$ cat src/rtl/apple2_disk_pkg.sv
// apple2_disk_pkg: Disk II NIB track geometry, writeback state encoding and track-to-LBA helper
package apple2_disk_pkg;
  localparam int SECTORS      = 13;
  localparam int SECTOR_BYTES = 512;
  localparam int TRACK_W      = 6;
  typedef enum logic {IDLE, WRITE} wb_state_e;
  function automatic logic [31:0] track_lba(input logic [TRACK_W-1:0] track);
    return 32'(SECTORS) * {{(32-TRACK_W){1'b0}}, track};
  endfunction
endpackage

$ cat src/rtl/apple2_track_writeback.sv
// apple2_track_writeback: flushes a modified NIB track from track RAM back to the SD image via hps_io sd_wr
module apple2_track_writeback
  import apple2_disk_pkg::*;
#(
  parameter int unsigned IDLE_FLUSH = 7159090
) (
  input  logic               clk_sys,
  input  logic               reset,
  input  logic [TRACK_W-1:0] track,
  input  logic               track_we,
  input  logic               img_mounted,
  input  logic               img_present,
  input  logic               img_readonly,
  input  logic               flush_req,
  output logic               flush_busy,
  output logic               flush_done,
  output logic               cpu_wait,
  output logic [31:0]        sd_lba,
  output logic               sd_wr,
  input  logic               sd_ack,
  input  logic [8:0]         sd_buff_addr,
  output logic [12:0]        track_ram_addr,
  input  logic [7:0]         track_ram_dout,
  output logic [7:0]         sd_buff_din
);
  localparam int CNT_W = 24;
  localparam logic [CNT_W-1:0] TO_LIM = CNT_W'(IDLE_FLUSH - 1);
  wb_state_e state_q, state_d;
  logic dirty_q, dirty_d, redo_q, redo_d, req_q, req_d, loader_q, loader_d, old_ack_q;
  logic flush_busy_q, flush_busy_d, flush_done_q, flush_done_d;
  logic cpu_wait_q, cpu_wait_d, sd_wr_q, sd_wr_d;
  logic [31:0] sd_lba_q, sd_lba_d;
  logic [TRACK_W-1:0] dirty_track_q, dirty_track_d;
  logic [3:0] sec_q, sec_d;
  logic [CNT_W-1:0] cnt_q, cnt_d;
  logic discard, ack_rise, ack_fall, timeout, req;
  assign discard  = img_mounted | ~img_present | img_readonly;
  assign ack_rise = sd_ack & ~old_ack_q;
  assign ack_fall = ~sd_ack & old_ack_q;
  assign timeout  = (IDLE_FLUSH != 0) && dirty_q && (cnt_q >= TO_LIM);
  assign req      = flush_req | req_q;
  assign track_ram_addr = {sec_q, sd_buff_addr};
  assign sd_buff_din    = track_ram_dout;
  assign flush_busy = flush_busy_q;
  assign flush_done = flush_done_q;
  assign cpu_wait   = cpu_wait_q;
  assign sd_lba     = sd_lba_q;
  assign sd_wr      = sd_wr_q;
  always_comb begin
    state_d       = state_q;
    dirty_d       = dirty_q;
    redo_d        = redo_q;
    req_d         = req_q;
    loader_d      = loader_q;
    dirty_track_d = dirty_track_q;
    sec_d         = sec_q;
    sd_lba_d      = sd_lba_q;
    sd_wr_d       = sd_wr_q;
    cpu_wait_d    = cpu_wait_q;
    flush_busy_d  = flush_busy_q;
    flush_done_d  = 1'b0;
    cnt_d = track_we ? '0 : (dirty_q && state_q == IDLE && cnt_q != '1) ? cnt_q + 1'b1 : cnt_q;
    if (discard) begin
      state_d      = IDLE;
      dirty_d      = 1'b0;
      redo_d       = 1'b0;
      req_d        = 1'b0;
      sd_wr_d      = 1'b0;
      cpu_wait_d   = 1'b0;
      flush_busy_d = 1'b0;
      flush_done_d = (state_q == IDLE) && flush_req;
    end else if (state_q == IDLE) begin
      if (track_we && !dirty_q) begin
        dirty_d       = 1'b1;
        dirty_track_d = track;
      end
      if (dirty_q && (req || timeout)) begin
        state_d      = WRITE;
        sec_d        = '0;
        sd_lba_d     = track_lba(dirty_track_q);
        sd_wr_d      = 1'b1;
        cpu_wait_d   = 1'b1;
        flush_busy_d = 1'b1;
        dirty_d      = 1'b0;
        loader_d     = req;
        req_d        = 1'b0;
      end else if (req) begin
        flush_done_d = 1'b1;
        req_d        = 1'b0;
      end
    end else begin
      // Late loader requests wait for this transfer; writes during it re-dirty the track
      req_d      = req;
      redo_d     = redo_q | track_we;
      cpu_wait_d = 1'b1;
      if (ack_rise) begin
        sd_wr_d  = (sec_q >= 4'(SECTORS - 1)) ? 1'b0 : sd_wr_q;
        sd_lba_d = sd_lba_q + 32'd1;
      end
      if (ack_fall) begin
        sec_d      = sec_q + 4'd1;
        cpu_wait_d = 1'b0;
        if (!sd_wr_q) begin
          state_d      = IDLE;
          flush_busy_d = 1'b0;
          flush_done_d = loader_q;
          dirty_d      = redo_q | track_we;
          redo_d       = 1'b0;
        end
      end
    end
  end
  always_ff @(posedge clk_sys) begin
    if (reset) begin
      state_q       <= IDLE;
      dirty_q       <= 1'b0;
      redo_q        <= 1'b0;
      req_q         <= 1'b0;
      loader_q      <= 1'b0;
      old_ack_q     <= 1'b0;
      dirty_track_q <= '0;
      sec_q         <= '0;
      sd_lba_q      <= '0;
      sd_wr_q       <= 1'b0;
      cpu_wait_q    <= 1'b0;
      flush_busy_q  <= 1'b0;
      flush_done_q  <= 1'b0;
      cnt_q         <= '0;
    end else begin
      state_q       <= state_d;
      dirty_q       <= dirty_d;
      redo_q        <= redo_d;
      req_q         <= req_d;
      loader_q      <= loader_d;
      old_ack_q     <= sd_ack;
      dirty_track_q <= dirty_track_d;
      sec_q         <= sec_d;
      sd_lba_q      <= sd_lba_d;
      sd_wr_q       <= sd_wr_d;
      cpu_wait_q    <= cpu_wait_d;
      flush_busy_q  <= flush_busy_d;
      flush_done_q  <= flush_done_d;
      cnt_q         <= cnt_d;
    end
  end
endmodule

$ cat config.mk
export PLATFORM = sky130hd
export DESIGN_NAME = apple2_track_writeback
export DESIGN_NICKNAME = d
export VERILOG_FILES = /design/src/rtl/apple2_disk_pkg.sv /design/src/rtl/apple2_track_writeback.sv
export SDC_FILE = /design/constraint.sdc
export NUM_CORES = 1
export LEC_CHECK = 0
export CORE_ASPECT_RATIO = 1.25
export CORE_UTILIZATION = 30
export CTS_CLUSTER_DIAMETER = 100
export DETAILED_ROUTE_END_ITERATION = 10
export DONT_BUFFER_PORTS = 1
export HOLD_SLACK_MARGIN = 0.15
export PLACE_DENSITY = 0.48
export SLEW_MARGIN = 20
export SYNTH_ARGS = -nofsm -noshare
export SYNTH_HDL_FRONTEND = slang
export SYNTH_SLANG_ARGS = --single-unit
export TNS_END_PERCENT = 20
$ cat constraint.sdc
create_clock -name clk_sys -period 7.3 [get_ports clk_sys]
set_clock_uncertainty 0.1 [all_clocks]
set_input_delay 0.73 -clock clk_sys [delete_from_list [all_inputs] [get_ports clk_sys]]
set_output_delay 0.73 -clock clk_sys [all_outputs]
set_load 0.1 [all_outputs]
==> results of run 1 <==
## per-layer routing
layer,track usage,vias to the layer above,part of all wire
met5,0,-,0
li1,-,1788,-
met2,0.2567,67,0.52
met3,0.03409,20,0.041
met4,0.08000,0,0.024
met1,0.1573,1678,0.42
## worst max-delay path by stage
stage                                          to  slack, ns  cells past startpoint
after floorplan           sd_lba[23]$_SDFFE_PP0P_       4.40                      6
after global placement    sd_lba[23]$_SDFFE_PP0P_       4.07                      5
after detailed placement  sd_lba[20]$_SDFFE_PP0P_       4.05                      6
after CTS                 sd_lba[23]$_SDFFE_PP0P_       4.03                      6
after global routing      sd_lba[20]$_SDFFE_PP0P_       3.87                      6
final                     sd_lba[20]$_SDFFE_PP0P_       4.02                      6
## area by class of cell
class	count	area share
clock buffers	14	0.05727
flip-flops and latches	76	0.3180
well taps	178	0.04655
repair buffers	7	0.01098
multi-input cells	383	0.5429
inverters	23	0.01804
clock inverters	1	0.006276
## synth_stat cells, types with 3 or more instances
library cell,n
and3_1,4
and2_1,3
fa_1,3
nand4_1,12
buf_4,18
o21ai_0,16
nand2_1,32
a21oi_1,40
buf_2,3
and4_1,6
ha_1,21
nor3_1,14
or3_1,5
xor2_1,4
xnor2_1,39
clkbuf_1,11
nand3_1,19
nor2_1,66
nor4_1,10
nand2b_1,9
or2_2,3
a2111oi_2,5
o21ai_1,3
nand3b_1,4
nor4b_1,5
a211oi_1,6
o22ai_1,3
inv_1,23
buf_1,3
mux2i_1,9
dfxtp_1,76
## power breakdown
group	internal (uW)	total (uW)	switching (uW)
Sequential	416	421	4.29
Clock	291	460	169
Combinational	8.11	20.9	12.8
## worst max-delay path: stages (launching register included)
cell and delay (ns):
dfxtp_1 1.07, ha_1 0.38, nand3_1 0.19, nor3_1 0.73, nand4_1 0.22, or3_1 0.38
a21oi_1 0.13
## sequential cells by signal, indices dropped and copies added, names as in the netlist, 4 cells and up
name           cells
cnt_q             24
dirty_track_q      6
sd_lba            32
sec_q              4
## through the flow
| step | hold WS, ns | util |
|---|---|---|
| finish | 0.3663 | 0.3321 |
| global placement | 0.3672 | 0.3110 |
| floorplan | 0.3551 | - |
| global route | 0.3546 | 0.3321 |
| detailed placement | 0.3723 | 0.3110 |
| CTS | 0.3412 | 0.3321 |
## logic make-up after synthesis
group | count (synthesis) | synth area share
and+or+nand+nor | 211 | 0.2584
xor gates and xnor gates | 43 | 0.08500
adders and majority gates | 24 | 0.07286
DFF | 76 | 0.3434
muxes | 9 | 0.02033
AOI/OAI and AO/OA | 96 | 0.1497
buffers and inverters | 60 | 0.07032
==> flow_metrics.tcl, run 1 <==
set metrics [dict create \
    gp_congestion 0.7478 \
    hold_viol_final 0 \
    ys_seq_area_frac 0.3434 \
    ys_warn_count 0 \
    rr_endpoint "sd_lba[20]$_SDFFE_PP0P_" \
    hold_depth 1 \
    drv_cap 0 \
    drc 0 \
    placed_area_sq_um 4481 \
    postCtsSetupBuffers 0 \
    hold_path_end "sec_q[3]$_SDFFE_PP0P_" \
    fin_nets 555 \
    vias 3553 \
    fin_cells 682 \
    root_buffer "clkbuf_16" \
    initial_utilization 0.3075 \
    synth.top_cell.area_share 0.3434 \
    final-setup-viol-count 0 \
    final_cell_mix "76 x dfxtp_1, 66 x nor2_1, 40 x a21oi_1, 39 x xnor2_1, 32 x nand2_1" \
    power.leakage_uw 0.001585 \
    core_area_sq_um 14410 \
    timing.fmax_mhz 305.3 \
    min_from "reset" \
    drt-pass1-iter-count 4 \
    dp_hpwl_um 7857 \
    power_density_nw_per_um2 188.5 \
    min_period_ns 3.275 \
    grt_antenna_before_repair 0 \
    grt_first_pass_wirelength_um 17390 \
    tightest_slew_ns 1.149 \
    vdd_drop_max_mv 0.1052 \
    syn2layout_area_growth_pct 7.992 \
    fin_tns_setup_ns 0 \
    grt_usage 0.1435 \
    r2r_start "sd_lba[1]$_SDFFE_PP0P_" \
    yosysTopAreaCell "dfxtp_1" \
    cp_data_arrival_time_ns 3.44 \
    stdcell_area_sq_um 4785 \
    io_buffers 0 \
    placementRows 49 \
    cp-start-kind "register" \
    synth-edff-count 0 \
    syn_area_per_cell_sq_um 8.537 \
    clockBufferDepth 2 \
    die_h_um 137.9 \
    postSynthCellCount 519 \
    layout_commonest_cell "dfxtp_1" \
    dp_slack_ns 4.050 \
    required_ns 7.46 \
    post_cts_resized 0 \
    hp-class "input pin to register" \
    wl_per_cell_um 15.50 \
    path_clk_slew_ns 0.06 \
    pin_count 88 \
    design_power_total_uw 902.0 \
    reg2reg_depth 6 \
    syn_nets 574 \
    ctsHoldBuffers 0 \
    slew_headroom 0.2332 \
    slew_violations 0 \
    path_class "register to register" \
    cts_tree "done" \
    crit_start "sd_lba[1]$_SDFFE_PP0P_" \
    synth.ff_latch_count 76 \
    fin_crit_sh 0.4487 \
    rsz0062_at_grt "no" \
    drt_wl_total_um 10570 \
    synthTopCellsByArea "dfxtp_1 34%, xnor2_1 7.7%, ha_1 5.9%, nor2_1 5.6%, a21oi_1 4.5%" \
    cp-end-kind "register" \
    insertedDiodeCount 0 \
    synth.cell_area_sq_um 4430 \
    place_inst 667 \
    clk_latency_ns 0.34 \
    via_per_inst 5.210 \
    drive_gt1_frac 0.08135 \
    cp_max_fo 7 \
    status "finished, final reports clean" \
    ys.flop_type "dfxtp_1" \
    grt.overflow.total 0 \
    antenna_left 0 \
    multi_input_area_sq_um 2597 \
    die_area_sq_um 15260 \
    ys_types 64 \
    fin_ws_ns 4.025 \
    grt_max_degree 29 \
    regArea_sq_um 1521 \
    cts_max_level 3 \
    die_w_um 110.7 \
    grt_pass1_vias 3468 \
    clock-sinks 76 \
    async_flop_share 0 \
    fillers 1487 \
    drtIter0Drc 88 \
    r2r_slack_ns 4.02 \
    cts_buffers 9 \
]
Note: power is estimated with default switching activity, not from simulation.
==> inputs of run 2 (changes only) <==
Settings changed: PLACE_DENSITY 0.48 to 0.49.
Clock period 7.3 ns to 2.9 ns, I/O delays scaled along.
==> run 2 against run 1 <==
  * Clock-buffer cell count down 5
  * Total power up 150%
  * Critical endpoint is now sd_lba[9]$_SDFFE_PP0P_
  * Register-to-register slack worse by 3.9 ns
  * Utilization up 2.8 points
  * Final cell count up 7.3%
  * Clock power up 140%
  * Global-route usage up 0.46 points
  * Combinational power rose to 3.6 times the previous value
  * Worst setup slack worse by 3.9 ns
==> flow_metrics.tcl, run 2 (synthesis results as in run 1) <==
set metrics [dict create \
    status "finished, final reports clean" \
    multi_input_area_sq_um 2618 \
    path_class "register to register" \
    wl_per_cell_um 15.15 \
    fin_crit_sh 0.9454 \
    drt-pass1-iter-count 4 \
    placementRows 49 \
    initial_utilization 0.3075 \
    crit_path_cell_trace "ha_1, inv_1, fa_1, fa_2, nand2b_1, a21oi_2, o21a_1, nor3_1, or3b_1, a21oi_1" \
    min_period_ns 2.742 \
    vias 3854 \
    cp-start-kind "register" \
    clk_latency_ns 0.34 \
    fillers 1471 \
    syn2layout_area_growth_pct 17.14 \
    final_cell_mix "73 x dfxtp_1, 66 x nor2_1, 46 x buf_4, 39 x xnor2_1, 38 x a21oi_1" \
    grt_max_degree 26 \
    drive_gt1_frac 0.1625 \
    stdcell_area_sq_um 5190 \
    grt.overflow.total 0 \
    antenna_left 0 \
    die_h_um 137.9 \
    gp_congestion 0.8425 \
    grt_antenna_before_repair 0 \
    cts_tree "done" \
    hold_depth 3 \
    drt_wl_total_um 11090 \
    clock-sinks 76 \
    root_buffer "clkbuf_16" \
    reg2reg_depth 10 \
    largest_reg_flops 32 \
    fin_nets 604 \
    insertedDiodeCount 0 \
    crit_slowest_cell "fa_1" \
    grt_usage 0.1481 \
    pin_count 88 \
    core_area_sq_um 14410 \
    clockBufferDepth 2 \
    fin_ws_ns 0.1582 \
    via_per_inst 5.265 \
    hp-class "input pin to register" \
    hold_viol_final 0 \
    place_inst 706 \
    power_density_nw_per_um2 433.6 \
    cp_max_fo 4 \
    max_stage_delay_ns 0.45 \
    drtIter0Drc 93 \
    die_area_sq_um 15260 \
    cts_buffers 9 \
    io_buffers 0 \
    rsz0062_at_grt "yes" \
    layout_commonest_cell "dfxtp_1" \
    slew_headroom 0.2845 \
    regArea_sq_um 1525 \
    grt_first_pass_wirelength_um 18140 \
    grt_pass1_vias 3754 \
    cts_max_level 3 \
    vdd_drop_max_mv 0.2359 \
    drv_cap 0 \
    final-setup-viol-count 0 \
    drc 0 \
    slew_violations 0 \
    placed_area_sq_um 4773 \
    die_w_um 110.7 \
    cp_data_arrival_time_ns 2.90 \
    power.leakage_uw 0.001832 \
    path_clk_slew_ns 0.06 \
    timing.fmax_mhz 364.7 \
    dp_hpwl_um 8052 \
    cp-end-kind "register" \
    dp_slack_ns 0.04940 \
    fin_cells 732 \
    required_ns 3.06 \
    tightest_slew_ns 1.072 \
]
==> run 2: cell count changes in the layout (fill, tap and decap cells not counted), sizes merged <==
cell,delta
clkinv,+3
buf,+39
clkinvlp,+3
clkbuf,-5
dlygate4sd3,+10
==> run 2: cell type report <==
class / count / area share
Multi-Input combinational cell: 383 / 0.5043
Sequential cell: 76 / 0.2939
Timing Repair Buffer: 56 / 0.08582
Clock buffer: 9 / 0.04339
Tap cell: 178 / 0.04291
Inverter: 23 / 0.01663
Clock inverter: 7 / 0.01302
==> run 2: timing repair <==
item | 4_1_cts | 5_1_grt
gates resized for setup | 0 | 9
endpoints found under the hold margin | 26 | 0
hold buffers | 10 | 0
setup endpoints to repair | 0 | 3
buffers inserted | 0 | 0
==> run 2: power by group <==
part           total (uW)  internal, uW  switching, uW
combinational        74.5          31.8           42.8
sequential           1060          1050           9.89
clock                1120           661            457
total                2250          1740            509
==> run 2: stage by stage <==
stage	setup TNS, ns	util	hold slack, ns	power [uW]
2_1_floorplan	0	-	0.3182	1239
3_3_place_gp	0	0.3313	0.2626	1138
3_5_place_dp	0	0.3313	0.2635	1139
4_1_cts	0	0.3586	0.1797	2288
5_1_grt	-0.006721	0.3602	0.1997	2332
6_report	0	0.3602	0.1920	2250
==> run 2: critical path, delay by kind of cell, from the launching register on <==
family                     cells  cell delay [ns]
buffers and inverters          1             0.07
and+or+nand+nor                3             0.57
DFF                            1             0.34
adders and majority gates      3             1.15
AOI/OAI and AO/OA              3             0.44
==> run 2: routing by layer <==
| metal | share of wire | up-vias | global-route usage |
|---|---|---|---|
| met1 | 0.42 | 1896 | 0.1650 |
| met3 | 0.045 | 12 | 0.03846 |
| met4 | 0.013 | 0 | 0.05333 |
| met2 | 0.52 | 62 | 0.2726 |
| met5 | 0 | - | 0 |
| li1 | - | 1884 | - |
==> run 2: worst paths after layout <==
path	startpoint	to	slack, ns
max reg2reg	dirty_track_q[1]$_SDFFE_PP0P_	sd_lba[9]$_SDFFE_PP0P_	0.16
min reg2reg	sec_q[1]$_SDFFE_PP0P_	sec_q[1]$_SDFFE_PP0P_	0.38
max	dirty_track_q[1]$_SDFFE_PP0P_	sd_lba[9]$_SDFFE_PP0P_	0.16
min	sd_ack	sd_wr$_SDFFE_PP0P_	0.19
==> inputs of run 3 (changes only) <==
Settings changed: CAP_MARGIN set to 20, CTS_CLUSTER_SIZE set to 10, RECOVER_POWER set to 50.
==> run 3 against run 2 <==
  * Total power hardly changed
  * Worst setup slack hardly changed
  * Clock power hardly changed
  * Sequential share of layout area is 0.79 points higher
  * Clock-buffer cell count stayed put
  * Flip-flop and latch count stayed put
  * Non-clock buffer count stayed put
  * Final cell count stayed put
  * Fmax hardly changed
  * Die area stayed put
  * Wire length is 0.41% lower
  * Global-route usage stayed put
  * Critical endpoint unchanged
  * Largest cell class unchanged
  * Largest power group unchanged
  * Highest routed layer unchanged
==> flow_metrics.tcl, run 3 (synthesis results as in run 1) <==
set metrics [dict create \
    core_area_sq_um 14410 \
    grt_pass1_vias 3754 \
    wl_per_cell_um 15.08 \
    layout_commonest_cell "dfxtp_1" \
    antenna_left 0 \
    grt_antenna_before_repair 0 \
    final-setup-viol-count 0 \
    power_density_nw_per_um2 445.2 \
    rr_endpoint "sd_lba[9]$_SDFFE_PP0P_" \
    place_inst 706 \
    clockBufferDepth 2 \
    hold_depth 3 \
    power.leakage_uw 0.001679 \
    cts_tree "done" \
    hp-class "input pin to register" \
    clock-sinks 76 \
    cts_buffers 9 \
    slew_headroom 0.07100 \
    pin_count 88 \
    grt_usage 0.1481 \
    holdWs_ns 0.1944 \
    placementRows 49 \
    crit_slowest_cell "fa_1" \
    initial_utilization 0.3075 \
    min_from "sd_ack" \
    postCtsSetupBuffers 0 \
    fin_nets 604 \
    via_per_inst 5.236 \
    fin_crit_sh 0.9454 \
    gp_congestion 0.8425 \
    reg2reg_depth 10 \
    max_stage_delay_ns 0.45 \
    drt_wl_total_um 11040 \
    required_ns 3.06 \
    hold_path_end "sd_wr$_SDFFE_PP0P_" \
    cp-end-kind "register" \
    root_buffer "clkbuf_16" \
    path_buf_inv 1 \
    clk_latency_ns 0.34 \
    cp_data_arrival_time_ns 2.90 \
    r2r_slack_ns 0.16 \
    hold_viol_final 0 \
    path_class "register to register" \
    cts_max_level 3 \
    design_power_total_uw 2251 \
    wl_met3_um 411 \
    slew_violations 0 \
    stdcell_area_sq_um 5055 \
    grt.overflow.total 0 \
    vias 3833 \
    rsz0062_at_grt "yes" \
    path_clk_slew_ns 0.06 \
    drt-pass1-iter-count 4 \
    io_buffers 0 \
    grt_first_pass_wirelength_um 18140 \
    vdd_drop_max_mv 0.2377 \
    met2_length_um 5805 \
    cp-start-kind "register" \
    crit_path_cell_trace "ha_1, inv_1, fa_1, fa_2, nand2b_1, a21oi_2, o21a_1, nor3_1, or3b_1, a21oi_1" \
    insertedDiodeCount 0 \
    fillers 1503 \
    largest_reg_flops 32 \
    final_cell_mix "73 x dfxtp_1, 66 x nor2_1, 39 x xnor2_1, 38 x a21oi_1, 36 x clkbuf_1" \
    route.layer.met1.wl_um 4677 \
    tightest_slew_ns 1.394 \
    grt_max_degree 26 \
    drive_gt1_frac 0.09747 \
    syn2layout_area_growth_pct 14.09 \
    die_area_sq_um 15260 \
    die_w_um 110.7 \
    timing.fmax_mhz 364.7 \
    top_layer "met4" \
    status "finished, final reports clean" \
    cp_max_fo 4 \
    final_core_util 0.3508 \
    crit_family "adder cells" \
    die_h_um 137.9 \
    min_period_ns 2.742 \
    drtIter0Drc 79 \
    fin_cells 732 \
    drc 0 \
    placed_area_sq_um 4773 \
    dp_hpwl_um 8052 \
    r2r_start "dirty_track_q[1]$_SDFFE_PP0P_" \
    drv_cap 0 \
]
-- run 3: cell count changes in the layout (fill, tap and decap cells not counted), sizes merged --
| cell | previous run | this run |
|---|---|---|
| clkbuf | 9 | 45 |
| buf | 46 | 10 |
-- run 3: area by class of cell --
type,count,area (sq um),share of cell area
clock inverters,7,67.56,0.01337
clock buffers,9,225.2,0.04455
flip-flops and latches,76,1525,0.3017
multi-input cells,383,2618,0.5178
inverters,23,86.33,0.01708
repair buffers,56,310.3,0.06139
well taps,178,222.7,0.04406
-- run 3: tightest hold or removal path, cell delays in order --
cell,delay (ns)
nand3b_1,0.07
o21ai_0,0.09
a21oi_1,0.14
-- run 3: per-stage QoR --
stage,setup WS [ns],TNS (ns)
3_5_place_dp,0.04940,0
2_1_floorplan,0.002930,0
4_1_cts,0.02591,0
6_report,0.1583,0
5_1_grt,-0.006721,-0.006721
3_3_place_gp,0.08770,0
-- run 3: worst max-delay path by stage --
stage / startpoint / to / slack, ns / cells after the start
final: dirty_track_q[1]$_SDFFE_PP0P_ / sd_lba[9]$_SDFFE_PP0P_ / 0.16 / 10
after global routing: dirty_track_q[2]$_SDFFE_PP0P_ / sd_lba[9]$_SDFFE_PP0P_ / -0.007 / 10
after detailed placement: dirty_track_q[2]$_SDFFE_PP0P_ / sd_lba[8]$_SDFFE_PP0P_ / 0.05 / 11
after global placement: dirty_track_q[2]$_SDFFE_PP0P_ / sd_lba[8]$_SDFFE_PP0P_ / 0.09 / 11
after floorplan: sd_lba[4]$_SDFFE_PP0P_ / sd_lba[23]$_SDFFE_PP0P_ / 0.003 / 6
after CTS: dirty_track_q[1]$_SDFFE_PP0P_ / sd_lba[8]$_SDFFE_PP0P_ / 0.03 / 11
-- run 3: per-layer routing --
metal  vias up  track usage
li1       1882            -
met1      1895       0.1650
met2        46       0.2726
met3        10      0.03846
met4         0      0.05333
met5         -            0
-- run 3: report_power, final --
part | total, uW | switching, uW | internal, uW | leakage [uW]
Clock | 1120 | 457 | 661 | 0.000137
Sequential | 1060 | 9.88 | 1050 | 0.000614
Combinational | 74.3 | 42.7 | 31.6 | 0.000928
-- run 3: repair_timing --
| item | 4_1_cts | 5_1_grt |
|---|---|---|
| setup endpoints to repair | 0 | 3 |
| gates resized for setup | 0 | 9 |
| hold buffers | 10 | 0 |
| endpoints found under the hold margin | 26 | 0 |
